===== config.mk =====
export PLATFORM = sky130hd
export DESIGN_NAME = wm_cycle_ctrl_flat
export DESIGN_NICKNAME = d
export VERILOG_FILES = /design/src/rtl/wm_pkg.sv /design/src/rtl/wm_cycle_ctrl_if.sv /design/src/rtl/wm_next_phase.sv /design/src/rtl/wm_cycle_ctrl.sv /design/src/flat_wrapper.sv
export SDC_FILE = /design/constraint.sdc
export NUM_CORES = 1
export LEC_CHECK = 0
export ABC_CLOCK_PERIOD_IN_PS = 6100
export CAP_MARGIN = 15
export CORE_MARGIN = 1
export CORE_UTILIZATION = 42
export CTS_CLUSTER_DIAMETER = 60
export DETAILED_ROUTE_END_ITERATION = 8
export PLACE_DENSITY = 0.81
export SLEW_MARGIN = 10
export SYNTH_ARGS = -nofsm -noshare
export SYNTH_HDL_FRONTEND = slang
export SYNTH_SLANG_ARGS = --single-unit

===== constraint.sdc =====
create_clock -name clk -period 6.1 [get_ports clk]
set_input_delay 1.22 -clock clk [delete_from_list [all_inputs] [get_ports clk]]
set_output_delay 1.22 -clock clk [all_outputs]
set_load 0.02 [all_outputs]

===== src/rtl/wm_pkg.sv =====
// Shared types and defaults for the washing-cycle controller.
// State encoding, default sizes and phase index names.
package wm_pkg;

  typedef enum logic [2:0] {
    S_IDLE  = 3'd0,
    S_RUN   = 3'd1,
    S_PAUSE = 3'd2,
    S_DONE  = 3'd3,
    S_BILL  = 3'd4
  } state_e;

  localparam int DEF_NPROG   = 4;
  localparam int DEF_NPHASE  = 4;
  localparam int DEF_TW      = 8;
  localparam int DEF_BW      = 12;
  localparam int DEF_PW      = 12;
  localparam int DEF_TIMEOUT = 30;

  localparam int PH_FILL  = 0;
  localparam int PH_WASH  = 1;
  localparam int PH_RINSE = 2;
  localparam int PH_SPIN  = 3;

endpackage


===== src/rtl/wm_cycle_ctrl_if.sv =====
// Button, program table and display bundle of the cycle controller.
// master drives buttons/config, slave is the controller.
interface wm_cycle_ctrl_if
  import wm_pkg::*;
#(
  parameter int NPROG  = DEF_NPROG,
  parameter int NPHASE = DEF_NPHASE,
  parameter int TW     = DEF_TW,
  parameter int BW     = DEF_BW,
  parameter int PW     = DEF_PW
);
  logic                       tick;
  logic                       start;
  logic                       pause;
  logic                       confirm;
  logic [$clog2(NPROG)-1:0]   prog_sel;
  logic [NPROG*NPHASE-1:0]    prog_mask;
  logic [NPHASE*TW-1:0]       phase_dur;
  logic [NPROG*PW-1:0]        prog_price;
  logic [PW-1:0]              fine;
  logic [BW-1:0]              bal_in;
  logic [2:0]                 state;
  logic [NPHASE-1:0]          phase_onehot;
  logic [TW-1:0]              remain;
  logic [BW-1:0]              bal_out;
  logic                       buzzer;
  logic                       fined;
  logic                       err;

  modport master (
    output tick, start, pause, confirm, prog_sel,
    output prog_mask, phase_dur, prog_price, fine, bal_in,
    input  state, phase_onehot, remain, bal_out,
    input  buzzer, fined, err
  );

  modport slave (
    input  tick, start, pause, confirm, prog_sel,
    input  prog_mask, phase_dur, prog_price, fine, bal_in,
    output state, phase_onehot, remain, bal_out,
    output buzzer, fined, err
  );
endinterface


===== src/rtl/wm_next_phase.sv =====
// Priority finder for the next effective phase.
// from_start picks the lowest set bit, else lowest above cur.
module wm_next_phase #(
  parameter int NPHASE = 4,
  parameter int IW     = (NPHASE > 1) ? $clog2(NPHASE) : 1
) (
  input  logic [NPHASE-1:0] mask,
  input  logic [IW-1:0]     cur,
  input  logic              from_start,
  output logic [IW-1:0]     nxt,
  output logic              found
);

  // scan high to low so the lowest qualifying index wins
  always_comb begin
    nxt   = '0;
    found = 1'b0;
    for (int i = NPHASE - 1; i >= 0; i--) begin
      if (mask[i] && (from_start || (i > int'(cur)))) begin
        nxt   = IW'(i);
        found = 1'b1;
      end
    end
  end

endmodule


===== src/rtl/wm_cycle_ctrl.sv =====
// Programmable washing-cycle sequencer with pause,
// buzzer, overtime fine and final balance deduction.
module wm_cycle_ctrl
  import wm_pkg::*;
#(
  parameter int NPROG   = DEF_NPROG,
  parameter int NPHASE  = DEF_NPHASE,
  parameter int TW      = DEF_TW,
  parameter int BW      = DEF_BW,
  parameter int PW      = DEF_PW,
  parameter int TIMEOUT = DEF_TIMEOUT
) (
  input logic           clk,
  input logic           rst,
  wm_cycle_ctrl_if.slave bus
);

  localparam int SW = $clog2(NPROG);
  localparam int IW = (NPHASE > 1) ? $clog2(NPHASE) : 1;
  localparam int CW = $clog2(TIMEOUT + 1);

  state_e         state_q, state_d;
  logic [SW-1:0]  prog_q, prog_d;
  logic [BW-1:0]  bal_q, bal_d;
  logic [PW-1:0]  price_q, price_d;
  logic [IW-1:0]  phase_q, phase_d;
  logic [TW-1:0]  remain_q, remain_d;
  logic [BW-1:0]  bal_out_q, bal_out_d;
  logic           fined_q, fined_d;
  logic           err_q, err_d;
  logic [CW-1:0]  wait_q, wait_d;

  logic [NPROG*NPHASE-1:0] eff;
  logic [NPHASE-1:0]       mask;
  logic                    from_start;
  logic [IW-1:0]           nxt;
  logic                    found;
  logic [TW-1:0]           nxt_dur;
  logic [PW-1:0]           sel_price;
  logic signed [BW:0]      bal_x;
  logic signed [BW:0]      price_x;
  logic signed [BW:0]      bill_x;
  logic                    short;

  // effective phase = enabled and nonzero duration
  always_comb begin
    eff = '0;
    for (int p = 0; p < NPROG; p++) begin
      for (int i = 0; i < NPHASE; i++) begin
        eff[p*NPHASE+i] = bus.prog_mask[p*NPHASE+i] &&
                          (bus.phase_dur[i*TW +: TW] != '0);
      end
    end
  end

  assign from_start = (state_q == S_IDLE);
  assign mask = from_start ? eff[bus.prog_sel*NPHASE +: NPHASE]
                           : eff[prog_q*NPHASE +: NPHASE];

  wm_next_phase #(.NPHASE(NPHASE), .IW(IW)) u_next (
    .mask       (mask),
    .cur        (phase_q),
    .from_start (from_start),
    .nxt        (nxt),
    .found      (found)
  );

  // start acceptance and billing arithmetic at BW+1 bits
  always_comb begin
    nxt_dur   = bus.phase_dur[nxt*TW +: TW];
    sel_price = bus.prog_price[bus.prog_sel*PW +: PW];
    bal_x     = {bus.bal_in[BW-1], bus.bal_in};
    price_x   = signed'((BW+1)'(sel_price));
    short     = bal_x < price_x;
    bill_x    = signed'({bal_q[BW-1], bal_q})
              - signed'((BW+1)'(price_q))
              - (fined_q ? signed'((BW+1)'(bus.fine))
                         : signed'((BW+1)'(0)));
  end

  // next-state logic of the sequencer
  always_comb begin
    state_d   = state_q;
    prog_d    = prog_q;
    bal_d     = bal_q;
    price_d   = price_q;
    phase_d   = phase_q;
    remain_d  = remain_q;
    bal_out_d = bal_out_q;
    fined_d   = fined_q;
    err_d     = 1'b0;
    wait_d    = wait_q;
    unique case (state_q)
      S_IDLE: if (bus.start) begin
        prog_d  = bus.prog_sel;
        bal_d   = bus.bal_in;
        price_d = sel_price;
        if (short || !found) begin
          err_d = 1'b1;
        end else begin
          state_d  = S_RUN;
          phase_d  = nxt;
          remain_d = nxt_dur;
          fined_d  = 1'b0;
          wait_d   = '0;
        end
      end
      S_RUN: begin
        if (bus.pause) begin
          state_d = S_PAUSE;
        end else if (bus.tick) begin
          if (remain_q <= TW'(1)) begin
            if (found) begin
              phase_d  = nxt;
              remain_d = nxt_dur;
            end else begin
              state_d  = S_DONE;
              remain_d = '0;
              wait_d   = '0;
            end
          end else begin
            remain_d = remain_q - TW'(1);
          end
        end
      end
      S_PAUSE: if (bus.pause) state_d = S_RUN;
      S_DONE: begin
        if (bus.tick && (wait_q != CW'(TIMEOUT))) begin
          wait_d = wait_q + CW'(1);
          if (wait_q == CW'(TIMEOUT - 1)) fined_d = 1'b1;
        end
        if (bus.confirm) state_d = S_BILL;
      end
      S_BILL: begin
        bal_out_d = bill_x[BW-1:0];
        state_d   = S_IDLE;
      end
      default: state_d = S_IDLE;
    endcase
  end

  // state and output registers
  always_ff @(posedge clk or negedge rst) begin
    if (!rst) begin
      state_q   <= S_IDLE;
      prog_q    <= '0;
      bal_q     <= '0;
      price_q   <= '0;
      phase_q   <= '0;
      remain_q  <= '0;
      bal_out_q <= '0;
      fined_q   <= 1'b0;
      err_q     <= 1'b0;
      wait_q    <= '0;
    end else begin
      state_q   <= state_d;
      prog_q    <= prog_d;
      bal_q     <= bal_d;
      price_q   <= price_d;
      phase_q   <= phase_d;
      remain_q  <= remain_d;
      bal_out_q <= bal_out_d;
      fined_q   <= fined_d;
      err_q     <= err_d;
      wait_q    <= wait_d;
    end
  end

  assign bus.state        = state_q;
  assign bus.phase_onehot = ((state_q == S_RUN) || (state_q == S_PAUSE))
                          ? (NPHASE'(1) << phase_q) : '0;
  assign bus.remain       = remain_q;
  assign bus.bal_out      = bal_out_q;
  assign bus.buzzer       = (state_q == S_DONE);
  assign bus.fined        = fined_q;
  assign bus.err          = err_q;

endmodule


===== src/flat_wrapper.sv =====
// flat-port wrapper written by rule: the top's interface ports become plain ports
module wm_cycle_ctrl_flat import wm_pkg::*;
#(
  parameter int NPROG   = DEF_NPROG,
  parameter int NPHASE  = DEF_NPHASE,
  parameter int TW      = DEF_TW,
  parameter int BW      = DEF_BW,
  parameter int PW      = DEF_PW,
  parameter int TIMEOUT = DEF_TIMEOUT
)
  (clk, rst, bus_tick, bus_start, bus_pause, bus_confirm, bus_prog_sel, bus_prog_mask, bus_phase_dur, bus_prog_price, bus_fine, bus_bal_in, bus_state, bus_phase_onehot, bus_remain, bus_bal_out, bus_buzzer, bus_fined, bus_err);
  wm_cycle_ctrl_if #(.NPROG(NPROG), .NPHASE(NPHASE), .TW(TW), .BW(BW), .PW(PW)) bus_i ();
  input logic clk;
  input logic rst;
  input wire logic [$bits(bus_i.tick)-1:0] bus_tick;
  input wire logic [$bits(bus_i.start)-1:0] bus_start;
  input wire logic [$bits(bus_i.pause)-1:0] bus_pause;
  input wire logic [$bits(bus_i.confirm)-1:0] bus_confirm;
  input wire logic [$bits(bus_i.prog_sel)-1:0] bus_prog_sel;
  input wire logic [$bits(bus_i.prog_mask)-1:0] bus_prog_mask;
  input wire logic [$bits(bus_i.phase_dur)-1:0] bus_phase_dur;
  input wire logic [$bits(bus_i.prog_price)-1:0] bus_prog_price;
  input wire logic [$bits(bus_i.fine)-1:0] bus_fine;
  input wire logic [$bits(bus_i.bal_in)-1:0] bus_bal_in;
  output wire logic [$bits(bus_i.state)-1:0] bus_state;
  output wire logic [$bits(bus_i.phase_onehot)-1:0] bus_phase_onehot;
  output wire logic [$bits(bus_i.remain)-1:0] bus_remain;
  output wire logic [$bits(bus_i.bal_out)-1:0] bus_bal_out;
  output wire logic [$bits(bus_i.buzzer)-1:0] bus_buzzer;
  output wire logic [$bits(bus_i.fined)-1:0] bus_fined;
  output wire logic [$bits(bus_i.err)-1:0] bus_err;
  assign bus_i.tick = bus_tick;
  assign bus_i.start = bus_start;
  assign bus_i.pause = bus_pause;
  assign bus_i.confirm = bus_confirm;
  assign bus_i.prog_sel = bus_prog_sel;
  assign bus_i.prog_mask = bus_prog_mask;
  assign bus_i.phase_dur = bus_phase_dur;
  assign bus_i.prog_price = bus_prog_price;
  assign bus_i.fine = bus_fine;
  assign bus_i.bal_in = bus_bal_in;
  assign bus_state = bus_i.state;
  assign bus_phase_onehot = bus_i.phase_onehot;
  assign bus_remain = bus_i.remain;
  assign bus_bal_out = bus_i.bal_out;
  assign bus_buzzer = bus_i.buzzer;
  assign bus_fined = bus_i.fined;
  assign bus_err = bus_i.err;
  wm_cycle_ctrl #(.NPROG(NPROG), .NPHASE(NPHASE), .TW(TW), .BW(BW), .PW(PW), .TIMEOUT(TIMEOUT)) u_core (.clk(clk), .rst(rst), .bus(bus_i));
endmodule

==> reports/qor.yml <==
power:
  p_leak_nw: 2.72
  powerDensity_nw_per_um2: 516
  irDropWorstVdd_v: 0.000348
floorplanning:
  die_area_um2: 11300
  core_area_um2: 10500
  die_w_um: 106
  io_pins: 158
  start_util_pct: 43.7
  die_h_um: 106
  row_count: 37
min_path:
  hp-class: "flop to flop"
synth:
  postSynthAreaPerCell_um2: 8.78
  yosysSeqAreaShare_pct: 31.7
  synthTopCellsByArea: "dfrtp_1 (32%), nand2_1 (7.9%), ha_1 (7.7%)"
  yosysTopAreaCellShare_pct: 31.7
  ys_types: 62
  synth_edf_count: 0
  async_flop_share_pct: 100
  yosys_warnings: 0
  synth.net_count: 688
  yosys.area.top_type: "dfrtp_1"
  synth_area_um2: 4580
  ys.flop_type: "dfrtp_1"
  ys_ff_latch: 58
  synth_cells: 521
clock_network:
  hold_buffers: 0
  cts_inserted_buffers: 9
  cts_sinks: 58
  clkTransAtPathRegs_ns: 0.07
  post_cts_buffers: 0
  cts-root-buf: "clkbuf_8"
  cts_tree: "yes"
  clockBufferDepth: 2
  insertion_delay_ns: 0.34
  cts_max_level: 3
  cts_resized: 0
sta:
  rsz0062_at_grt: "false"
  timing_hold_violations_final: 0
  fin_crit_ns: 4.75
  setup-violations-final: 0
  worst_slew_pin_slew_ns: 1.10
  fin_skew_ns: 0.00862
  maxSlewViolCount: 0
  fin_ws_ns: 1.35
  clock.fmax_mhz: 211
  period_share_pct: 77.8
  setup_tns_ns: 0
  maxSlewHeadroom_pct: 26.5
route:
  viasPerCell: 5.54
  route.vias.total: 4500
  wl_um: 13200
  wl_per_cell_um: 16.3
  first_iter_violations: 299
  route.detailed.drc: 0
  ant_nets: 0
  drtPass1Iterations: 5
final_layout:
  multi_input_comb_area_um2: 2920
  syn_to_final_growth_pct: 40.9
  drive_above_1_share_pct: 7.40
  layout.nets: 838
  diodes: 0
  register_area_um2: 1450
  fillers: 905
global_routing:
  grt_max_degree: 59
  grt.overflow.total: 0
  grt_pass1_wl_um: 21100
  grt_use_total_pct: 23.9
  grt_antenna_before_repair: 0
  grt_pass1_vias: 4376
critical_path:
  slowest_stage: "clkdlybuf4s50_1"
  timing.critical_path.buf_inv: 3
  crit_fanout: 11
  critPathKind: "input port to flop"
  cp.required_ns: 6.33
  cpLargestDelayFamily: "buffers and inverters"
  max_stage_delay_ns: 0.83
  start_kind: "input port"
  crit_path_end_kind: "flop"
  cp_common_cell: "nor2_1"
  cp_cell_sequence: "clkdlybuf4s50_1, buf_4, mux4_2, inv_1, ha_1, a21oi_1, o221ai_1, o21ai_0, a311oi_4, nor2_1, nor2_1, a221o_1"
  critPathArrivalTime_ns: 4.98
placement:
  dp_slack_ns: 0.957
  io_buffers: 157
  hpwl_um: 10700
  gp_congestion: 0.925
run_status:
  status: "completed"
run:
  drv_cap: 0
worst reg2reg max path, cell delays in order, from the launching register on:
cell and delay, ns:
dfrtp_1 0.66, nand2_1 0.13, fa_1 0.53, inv_1 0.05
ha_1 0.18, or2_2 0.28, fa_1 0.41, a21o_1 0.18
a21oi_1 0.24, o21bai_1 0.09, a21oi_1 0.27, o21ai_0 0.13
o211ai_1 0.13, mux2i_1 0.21, o211ai_1 0.11
metal layers:
| metal | global-route usage [%] | routed length [um] | up-vias |
|---|---|---|---|
| met5 | 0 | 0 | - |
| met4 | 8.53 | 250 | 0 |
| li1 | - | - | 2166 |
| met2 | 40.4 | 6410 | 188 |
| met1 | 30.9 | 5750 | 2129 |
| met3 | 3.80 | 829 | 17 |
cell families after synthesis:
family                     count (synthesis)  synth area share, %
AOI/OAI and AO/OA                        116                 17.3
xor gates and xnor gates                  13                 2.49
adders and majority gates                 39                 12.5
buffers and inverters                     53                 4.54
DFF                                       58                 31.7
muxes                                     22                 8.56
and+or+nand+nor                          220                 22.9
where the power goes:
group          switching [mW]  internal (mW)  leakage, nW
Combinational            1.21          0.990         1.90
Sequential              0.186          0.569        0.713
Clock                   0.159          0.209        0.105
Total                    1.56           1.77         2.72
metrics by stage:
stage	power (mW)	cells	area, um2	hold WS, ns	utilization (%)
5_1_grt	3.62	812	6450	0.501	61.6
3_5_place_dp	2.96	796	6240	0.470	59.7
4_1_cts	3.33	812	6450	0.487	61.6
2_1_floorplan	2.31	521	4580	0.456	-
3_3_place_gp	2.90	796	6240	0.460	59.7
6_report	3.33	812	6450	0.480	61.6
area by class of cell:
cell class	instances	share of cell area [%]
Multi-Input combinational cell	410	45.2
Timing Repair Buffer	159	24.5
Sequential cell	58	22.5
Tap cell	136	2.64
Clock buffer	11	2.35
Inverter	33	1.92
Clock inverter	5	0.815
cells in the mapped netlist (2+ instances only):
library cell	number
nand2_1	96
dfrtp_1	58
nor2_1	40
o21ai_0	40
inv_1	33
ha_1	28
a21oi_1	16
clkbuf_1	16
nand3_1	16
mux4_2	13
nor3_1	13
o22ai_1	12
fa_1	11
nor4_1	9
xnor2_1	9
nor3b_1	8
a21o_1	6
a211oi_1	5
a31oi_1	5
mux2i_1	5
nand2b_1	5
or4_1	5
and3_1	4
nand3b_1	4
o31ai_1	4
xor2_1	4
and2_1	3
mux2_2	3
nand4_1	3
o211ai_1	3
o21bai_1	3
or2_2	3
or3_1	3
a211o_1	2
a211oi_2	2
and4b_1	2
buf_1	2
o21a_1	2
o221a_2	2
worst paths after layout:
kind / cells past startpoint / from / slack [ns] / to
setup / recovery: 12 / bus_prog_sel[0] / 1.35 / u_core.bus.remain[1]
hold / removal: 2 / u_core.bus.bal_out[6] / 0.48 / u_core.bus.bal_out[6]
setup reg to reg: 14 / u_core.bus.fined / 2.36 / u_core.bus.bal_out[10]
hold reg to reg: 2 / u_core.bus.bal_out[6] / 0.48 / u_core.bus.bal_out[6]
max in group asynchronous: 2 / rst / 4.57 / u_core.bus.bal_out[0]
min in group asynchronous: 2 / rst / 1.03 / u_core.bus.remain[1]
flip-flops by register name, summed over array words and instances (netlist names):
register	flops
u_core.bal_q	12
u_core.bus.bal_out	12
u_core.price_q	12
u_core.bus.remain	8
u_core.wait_q	5
u_core.bus.state	3
u_core.phase_q	2
u_core.prog_q	2
u_core.bus.err	1
u_core.bus.fined	1
placed cells by master, fill, tap and decap left out, drive strengths merged, types with 8 or more instances in the layout:
cell and instances:
a21oi 16, clkbuf 11, dfrtp 58, nor4 9, nor2 40, xnor2 9, o22ai 13, fa 11
nand2 96, clkdlybuf4s50 156, ha 28, o21ai 40, nor3 14, inv 33, mux4 13, a211oi 8
nor3b 8, nand3 16
Power figures use the tool's default switching activity.
